==> src/rtl/sram_access_seq_if.sv <==
// Request/response and SRAM pin bundle between the bus arbiter side and the
// SRAM access sequencer.
interface sram_access_seq_if #(
    parameter int ADDR_W = 21
) ();
    logic              req_rd;
    logic              req_wr;
    logic [7:0]        wdata;
    logic [ADDR_W-1:0] addr_load;
    logic              addr_load_en;
    logic              addr_inc;
    logic [7:0]        rdata;
    logic              busy;
    logic              done;
    logic [ADDR_W-1:0] sram_addr;
    logic [7:0]        sram_data_in;
    logic [7:0]        sram_data_out;
    logic              sram_data_oe;
    logic              sram_ce_n;
    logic              sram_oe_n;
    logic              sram_we_n;

    modport master (
        output req_rd, req_wr, wdata, addr_load, addr_load_en, addr_inc, sram_data_in,
        input  rdata, busy, done, sram_addr, sram_data_out, sram_data_oe,
               sram_ce_n, sram_oe_n, sram_we_n
    );

    modport slave (
        input  req_rd, req_wr, wdata, addr_load, addr_load_en, addr_inc, sram_data_in,
        output rdata, busy, done, sram_addr, sram_data_out, sram_data_oe,
               sram_ce_n, sram_oe_n, sram_we_n
    );
endinterface

==> src/rtl/sram_access_seq.sv <==
// SRAM access sequencer: single-byte reads/writes with SETUP/STROBE/HOLD timing.
// Define SRAM_SEQ_AUTOINC_EN to post-increment the address after every access.
module sram_access_seq #(
    parameter int WAIT_CYCLES = 2,
    parameter int ADDR_W      = 21
) (
    input  logic              avr_clk,
    input  logic              avr_reset,
    sram_access_seq_if.slave  bus
);
    typedef enum logic [1:0] {IDLE, SETUP, STROBE, HOLD} state_t;

    localparam logic [3:0] STROBE_LAST = 4'(WAIT_CYCLES - 1);

    state_t            state, state_nxt;
    logic [3:0]        cnt, cnt_nxt;
    logic              op_wr, op_wr_nxt;
    logic              busy_nxt, ce_n_nxt, oe_n_nxt, we_n_nxt, doe_nxt, done_nxt;
    logic              busy_q, ce_n_q, oe_n_q, we_n_q, doe_q, done_q;
    logic [7:0]        rdata_q, wdata_q;
    logic [ADDR_W-1:0] addr_q;

    always_ff @(posedge avr_clk or negedge avr_reset) begin
        if (!avr_reset) begin
            state  <= IDLE;
            cnt    <= 4'd0;
            op_wr  <= 1'b0;
            busy_q <= 1'b0;
            ce_n_q <= 1'b1;
            oe_n_q <= 1'b1;
            we_n_q <= 1'b1;
            doe_q  <= 1'b0;
            done_q <= 1'b0;
        end else begin
            state  <= state_nxt;
            cnt    <= cnt_nxt;
            op_wr  <= op_wr_nxt;
            busy_q <= busy_nxt;
            ce_n_q <= ce_n_nxt;
            oe_n_q <= oe_n_nxt;
            we_n_q <= we_n_nxt;
            doe_q  <= doe_nxt;
            done_q <= done_nxt;
        end
    end

    // Strobes are registered from the next state so the SRAM pins never glitch.
    always_comb begin
        state_nxt = state;
        cnt_nxt   = cnt;
        op_wr_nxt = op_wr;
        case (state)
            IDLE: begin
                if (bus.req_rd) begin
                    state_nxt = SETUP;
                    op_wr_nxt = 1'b0;
                end else if (bus.req_wr) begin
                    state_nxt = SETUP;
                    op_wr_nxt = 1'b1;
                end
            end
            SETUP: begin
                state_nxt = STROBE;
                cnt_nxt   = STROBE_LAST;
            end
            STROBE: begin
                if (cnt == 4'd0) state_nxt = HOLD;
                else             cnt_nxt   = cnt - 4'd1;
            end
            HOLD:    state_nxt = IDLE;
            default: state_nxt = IDLE;
        endcase
        busy_nxt = (state_nxt != IDLE);
        ce_n_nxt = !busy_nxt;
        oe_n_nxt = !((state_nxt == STROBE) && !op_wr_nxt);
        we_n_nxt = !((state_nxt == STROBE) && op_wr_nxt);
        doe_nxt  = busy_nxt && op_wr_nxt;
        done_nxt = (state == HOLD);
    end

    // Address only moves in IDLE so it is frozen from SETUP through HOLD.
    always_ff @(posedge avr_clk or negedge avr_reset) begin
        if (!avr_reset) begin
            rdata_q <= 8'h00;
            wdata_q <= 8'h00;
            addr_q  <= '0;
        end else begin
            if ((state == IDLE) && !bus.req_rd && bus.req_wr) wdata_q <= bus.wdata;
            if ((state == STROBE) && (cnt == 4'd0) && !op_wr) rdata_q <= bus.sram_data_in;
            if (state == IDLE) begin
                if (bus.addr_load_en)  addr_q <= bus.addr_load;
                else if (bus.addr_inc) addr_q <= addr_q + ADDR_W'(1);
            end
`ifdef SRAM_SEQ_AUTOINC_EN
            else if (state == HOLD) addr_q <= addr_q + ADDR_W'(1);
`endif
        end
    end

    assign bus.busy          = busy_q;
    assign bus.done          = done_q;
    assign bus.rdata         = rdata_q;
    assign bus.sram_addr     = addr_q;
    assign bus.sram_data_out = wdata_q;
    assign bus.sram_data_oe  = doe_q;
    assign bus.sram_ce_n     = ce_n_q;
    assign bus.sram_oe_n     = oe_n_q;
    assign bus.sram_we_n     = we_n_q;
endmodule

==> src/flat_wrapper.sv <==
// flat-port wrapper written by rule: the top's interface ports become plain ports
module sram_access_seq_flat 
#(
    parameter int WAIT_CYCLES = 2,
    parameter int ADDR_W      = 21
)
  (avr_clk, avr_reset, bus_req_rd, bus_req_wr, bus_wdata, bus_addr_load, bus_addr_load_en, bus_addr_inc, bus_sram_data_in, bus_rdata, bus_busy, bus_done, bus_sram_addr, bus_sram_data_out, bus_sram_data_oe, bus_sram_ce_n, bus_sram_oe_n, bus_sram_we_n);
  sram_access_seq_if #(.ADDR_W(ADDR_W)) bus_i ();
  input  logic avr_clk;
  input  logic avr_reset;
  input wire logic [$bits(bus_i.req_rd)-1:0] bus_req_rd;
  input wire logic [$bits(bus_i.req_wr)-1:0] bus_req_wr;
  input wire logic [$bits(bus_i.wdata)-1:0] bus_wdata;
  input wire logic [$bits(bus_i.addr_load)-1:0] bus_addr_load;
  input wire logic [$bits(bus_i.addr_load_en)-1:0] bus_addr_load_en;
  input wire logic [$bits(bus_i.addr_inc)-1:0] bus_addr_inc;
  input wire logic [$bits(bus_i.sram_data_in)-1:0] bus_sram_data_in;
  output wire logic [$bits(bus_i.rdata)-1:0] bus_rdata;
  output wire logic [$bits(bus_i.busy)-1:0] bus_busy;
  output wire logic [$bits(bus_i.done)-1:0] bus_done;
  output wire logic [$bits(bus_i.sram_addr)-1:0] bus_sram_addr;
  output wire logic [$bits(bus_i.sram_data_out)-1:0] bus_sram_data_out;
  output wire logic [$bits(bus_i.sram_data_oe)-1:0] bus_sram_data_oe;
  output wire logic [$bits(bus_i.sram_ce_n)-1:0] bus_sram_ce_n;
  output wire logic [$bits(bus_i.sram_oe_n)-1:0] bus_sram_oe_n;
  output wire logic [$bits(bus_i.sram_we_n)-1:0] bus_sram_we_n;
  assign bus_i.req_rd = bus_req_rd;
  assign bus_i.req_wr = bus_req_wr;
  assign bus_i.wdata = bus_wdata;
  assign bus_i.addr_load = bus_addr_load;
  assign bus_i.addr_load_en = bus_addr_load_en;
  assign bus_i.addr_inc = bus_addr_inc;
  assign bus_i.sram_data_in = bus_sram_data_in;
  assign bus_rdata = bus_i.rdata;
  assign bus_busy = bus_i.busy;
  assign bus_done = bus_i.done;
  assign bus_sram_addr = bus_i.sram_addr;
  assign bus_sram_data_out = bus_i.sram_data_out;
  assign bus_sram_data_oe = bus_i.sram_data_oe;
  assign bus_sram_ce_n = bus_i.sram_ce_n;
  assign bus_sram_oe_n = bus_i.sram_oe_n;
  assign bus_sram_we_n = bus_i.sram_we_n;
  sram_access_seq #(.WAIT_CYCLES(WAIT_CYCLES), .ADDR_W(ADDR_W)) u_core (.avr_clk(avr_clk), .avr_reset(avr_reset), .bus(bus_i));
endmodule
==> config.mk <==
export PLATFORM = sky130hd
export DESIGN_NAME = sram_access_seq_flat
export DESIGN_NICKNAME = d
export VERILOG_FILES = /design/src/rtl/sram_access_seq_if.sv /design/src/rtl/sram_access_seq.sv /design/src/flat_wrapper.sv
export SDC_FILE = /design/constraint.sdc
export NUM_CORES = 1
export LEC_CHECK = 0
export ABC_AREA = 1
export CAP_MARGIN = 20
export CORE_ASPECT_RATIO = 1.5
export CORE_UTILIZATION = 48
export CTS_BUF_LIST = sky130_fd_sc_hd__clkbuf_4
export DETAILED_ROUTE_END_ITERATION = 6
export PLACE_DENSITY = 0.82
export SLEW_MARGIN = 30
export SYNTH_ARGS = -nofsm -noshare
export SYNTH_HDL_FRONTEND = slang
export SYNTH_SLANG_ARGS = --single-unit
==> constraint.sdc <==
create_clock -name avr_clk -period 2.05 [get_ports avr_clk]
set_clock_uncertainty 0.15 [all_clocks]
set_input_delay 0.3075 -clock avr_clk [delete_from_list [all_inputs] [get_ports avr_clk]]
set_output_delay 0.3075 -clock avr_clk [all_outputs]
set_load 0.01 [all_outputs]
# [Word level (Yosys, flattened, before mapping)]
# Index checks and enable logic that the tools add are counted.
[totals] register_bits=50 latchBits=0 mem_bits_rw=0 mem_bits_ro=0 elab_cells=50 n_memories=0
[op_classes] n_addsub=2 n_mul=0 n_div=0 n_lt_le_gt_ge=0 eq_ne=5 shift=0 muxes=11 n_bitwise=0 reduce_logical=20
[ops] cell="$mux 21" count=2
[ops] cell="$add 21x1->21 const B" count=1
[ops] cell="$pmux 2 s4" count=1
[ops] cell="$pmux 4 s2" count=1
[ops] cell="$logic_and 1x1->1" count=7
[ops] cell="$eq 2x2->1 const B" count=3
[ops] cell="$logic_not 1->1" count=6
[ops] cell="$mux 2" count=3
[ops] cell="$reduce_bool 2->1" count=3
[ops] cell="$logic_not 4->1" count=1
[ops] cell="$mux 4" count=1
[ops] cell="$reduce_and 2->1" count=2
[ops] cell="$sub 4x1->4 const B" count=1
[ops] cell="$mux 1" count=3
[ops] cell="$eq 2x1->1 const B" count=1
[ops] cell="$logic_not 2->1" count=1
[ops] cell="$ne 2x2->1 const B" count=1

# [Logic depth before layout (Yosys ltp)]
[depth] word_depth=6 mapped_depth=10 ltp_nobuf=10

# [Worst setup path before layout]
# OpenSTA, ideal clock, no wires.
[synth_timing] kind="reg2reg" from="reg u_core.addr_q[1], in the netlist u_core.bus.sram_addr[1]" to="reg u_core.addr_q[18], in the netlist u_core.bus.sram_addr[18]" arrival_time_ps=1304 setup_slack_ps=480 path_stages_with_launch=11 path_buffers=0 synth_period_minus_slack_ps=1570 cell_sequence="dfrtp_1 ha_1 nand2_2 nor2_4 nand2_4 nor2_8 nand2_1 nand2_1 nand3_1 nand2_1 nand2_1"
[synth_via] elab_chain_len=3
[synth_rtl] element="start, declared" line="sram_access_seq.sv:21" source="logic [ADDR_W-1:0] addr_q;"
[synth_rtl] element="start signal, assigned" line="sram_access_seq.sv:91" source="if (bus.addr_load_en) addr_q <= bus.addr_load;"
[synth_rtl] element="start signal, assigned" line="sram_access_seq.sv:92" source="else if (bus.addr_inc) addr_q <= addr_q + ADDR_W'(1);"
[synth_rtl] element="$add 21x1->21" line="sram_access_seq.sv:92"
[synth_rtl] element="$mux 21" line="sram_access_seq.sv:92"
[synth_rtl] element="$mux 21" line="sram_access_seq.sv:91"
# Every way passes these cells. The select of a mux whose other input is x is not followed.
# A chain may end at the register's enable or synchronous reset.

# [Final worst setup path]
[layout_timing] from="reg u_core.we_n_q, in the netlist u_core.bus.sram_we_n" to="out bus_sram_we_n"
[layout_lines] element="start, declared" line="sram_access_seq.sv:19" source="logic busy_q, ce_n_q, oe_n_q, we_n_q, doe_q, done_q;"
[layout_lines] element="start signal, assigned" line="sram_access_seq.sv:41" source="we_n_q <= we_n_nxt;"
[layout_lines] element="end, declared" line="flat_wrapper.sv:26" source="output wire logic [$bits(bus_i.sram_we_n)-1:0] bus_sram_we_n;"
# No word-level cell between the ends.

==> flow_summary.yaml <==
logic_synthesis:
  ys_seq_area_share_pct: 45.0
  syn_area_sq_mm: 0.00279
  yosysTopAreaCell: "dfrtp_1"
  postSynth.asyncResetShare_pct: 100
  avgSynthCellArea_sq_um: 7.41
  synth-edff-count: 0
  synth_top_area_share_pct: 42.2
  synth_ff_type: "dfrtp_1"
  synth_area_leaders: "dfrtp_1, nand2_1, nor2_1, inv_1, nand3_1"
  ys_warn_count: 0
  syn_nets: 427
  synth_cell_types: 31
  ys_ff_latch: 50
  synth_cells: 376
cts:
  postCtsSetupBuffers: 0
  clk_pin_slew_worst_paths_ns: 0.15
  cts_sinks: 50
  cts_buffers: 5
  cts_root_buffer: "clkbuf_4"
  postCtsHoldBufs: 1
  htreeDepth: 2
  clkLatencyLatePin_ns: 0.37
  cts_tree: "built"
  cts_resized: 0
  clockBufferDepth: 2
setup_path:
  critical-path-top-delay-family: "flip-flops"
  cp_slowest_cell: "dfstp_2"
  path_buf_inv: 1
  crit_arrival_ns: 1.45
  endpoint_kind: "output port"
  worst_path_largest_cell_delay_ns: 0.54
  cp_cell_sequence: "clkdlybuf4s50_1"
  critPathMaxFanout: 1
  startpoint_type: "flop"
  cp.required_ns: 1.59
  crit_type: "reg2out"
drt:
  drt_first_pass_iters: 5
  wl_per_cell_um: 12.9
  routed_wl_um: 6940
  vias: 2694
  ant_nets: 0
  drc: 0
  avgViaCountPerCell: 5.00
  dr.first_iter.drc_count: 222
sta:
  min_period_ns: 1.91
  tightest_slew_ns: 0.616
  tns_ns: 0
  hold_viol_final: 0
  rsz0062_at_grt: "no"
  relSlewSlack_pct: 58.9
  fmax_mhz: 525
  period_share_pct: 93.0
  setup_viol: 0
  finalMaxSlewViolations: 0
run_status:
  status: "completed"
die:
  die_width_um: 64.2
  fp-row-count: 33
  die_h_um: 95.3
  die_area_sq_mm: 0.00612
  initial_core_util_pct: 50.4
  core_sq_mm: 0.00553
  ios: 86
global_routing:
  antenna_found_initial: 0
  grt_max_degree: 29
  grt_pass1_vias: 2674
  grt_overflow: 0
  grt_use_total_pct: 24.7
  grt_pass1_wl_um: 11900
power_and_ir_drop:
  power.density_mw_per_mm2: 1330
  peakVddDrop_mv: 0.839
  p_leak_nw: 1.87
  power_mw: 5.07
placed_design:
  portBuffers: 85
  gp_congestion: 0.814
  dpl.hpwl_um: 5380
cells_and_area:
  mostFrequentLayoutCells: "nand2_1, clkdlybuf4s50_1, dfrtp_1"
  fin_nets: 519
  area_growth_pct: 37.2
  n_antenna_cell: 0
  drive_gt1_share_pct: 9.38
  final_common_cell: "nand2_1"
min_path:
  min_path_type: "in2reg"
run:
  drv_cap: 0
[layout make-up]
type	instances	area, sq um
clock inverter	3	25.0
sequential	50	1250
multi-input combinational	275	1330
tap	70	87.6
fill	500	1710
timing repair buffer	95	936
inverter	41	154
clock buffer	5	37.5
[cells in the mapped netlist (all sizes together), types with 3 or more instances]
library cell / count
dfstp: 3
buf: 7
nand4: 4
xor2: 4
nor2: 48
a21oi: 12
inv: 40
nand2: 134
nand3: 24
o22ai: 3
ha: 8
dfrtp: 47
clkbuf: 3
o21ai: 31
[logic make-up after synthesis]
family	count (synthesis)	synth area share, %
buf+inv	51	7.27
fa+ha+maj	8	3.59
flops	50	45.0
xor+xnor	4	1.26
simple gates	214	33.5
compound gates	49	9.30
[stage by stage]
stage	cell area, sq um	hold slack (ns)	utilization [%]	cells	setup WS, ns
2_1_floorplan	2790	-0.138	-	376	0.480
3_3_place_gp	3750	0.205	67.8	530	0.186
3_5_place_dp	3750	0.207	67.8	530	0.139
4_1_cts	3820	0.297	69.1	539	0.114
5_1_grt	3820	0.313	69.1	539	0.0477
6_report	3820	0.313	69.1	539	0.143
[routing by layer]
layer | global-route usage, % | up-vias | routed length (um)
met4 | 5.56 | 0 | 82
met2 | 48.1 | 59 | 3900
met1 | 28.3 | 1266 | 2730
met3 | 3.11 | 7 | 230
li1 | - | 1362 | -
met5 | 0 | - | 0
[registers in the layout, indices dropped and copies added, names as in the netlist]
name	cells
u_core.bus.sram_ce_n	1
u_core.cnt	4
u_core.bus.busy	1
u_core.bus.sram_we_n	1
u_core.op_wr	1
u_core.state	2
u_core.bus.done	1
u_core.bus.sram_data_oe	1
u_core.bus.sram_addr	21
u_core.bus.sram_data_out	8
u_core.bus.rdata	8
u_core.bus.sram_oe_n	1
[power by group]
group	switching, mW	internal [mW]
Combinational	1.37	1.28
Clock	0.342	0.141
Sequential	0.475	1.46
[path summary, 6_finish.rpt]
| check | start | slack [ns] | to | cells after the start |
|---|---|---|---|---|
| worst max-delay path | u_core.bus.sram_we_n | 0.14 | bus_sram_we_n | 1 |
| worst min-delay path | bus_sram_data_in[4] | 0.31 | u_core.bus.rdata[4] | 3 |
| worst max register to register | u_core.state[0] | 0.26 | u_core.bus.sram_addr[6] | 6 |
| worst min register to register | u_core.bus.sram_data_out[4] | 0.34 | u_core.bus.sram_data_out[4] | 2 |
| max in group asynchronous | avr_reset | 0.83 | u_core.bus.rdata[2] | 3 |
| min in group asynchronous | avr_reset | 0.34 | u_core.bus.sram_addr[2] | 2 |
(Power assumes the default switching activity.)
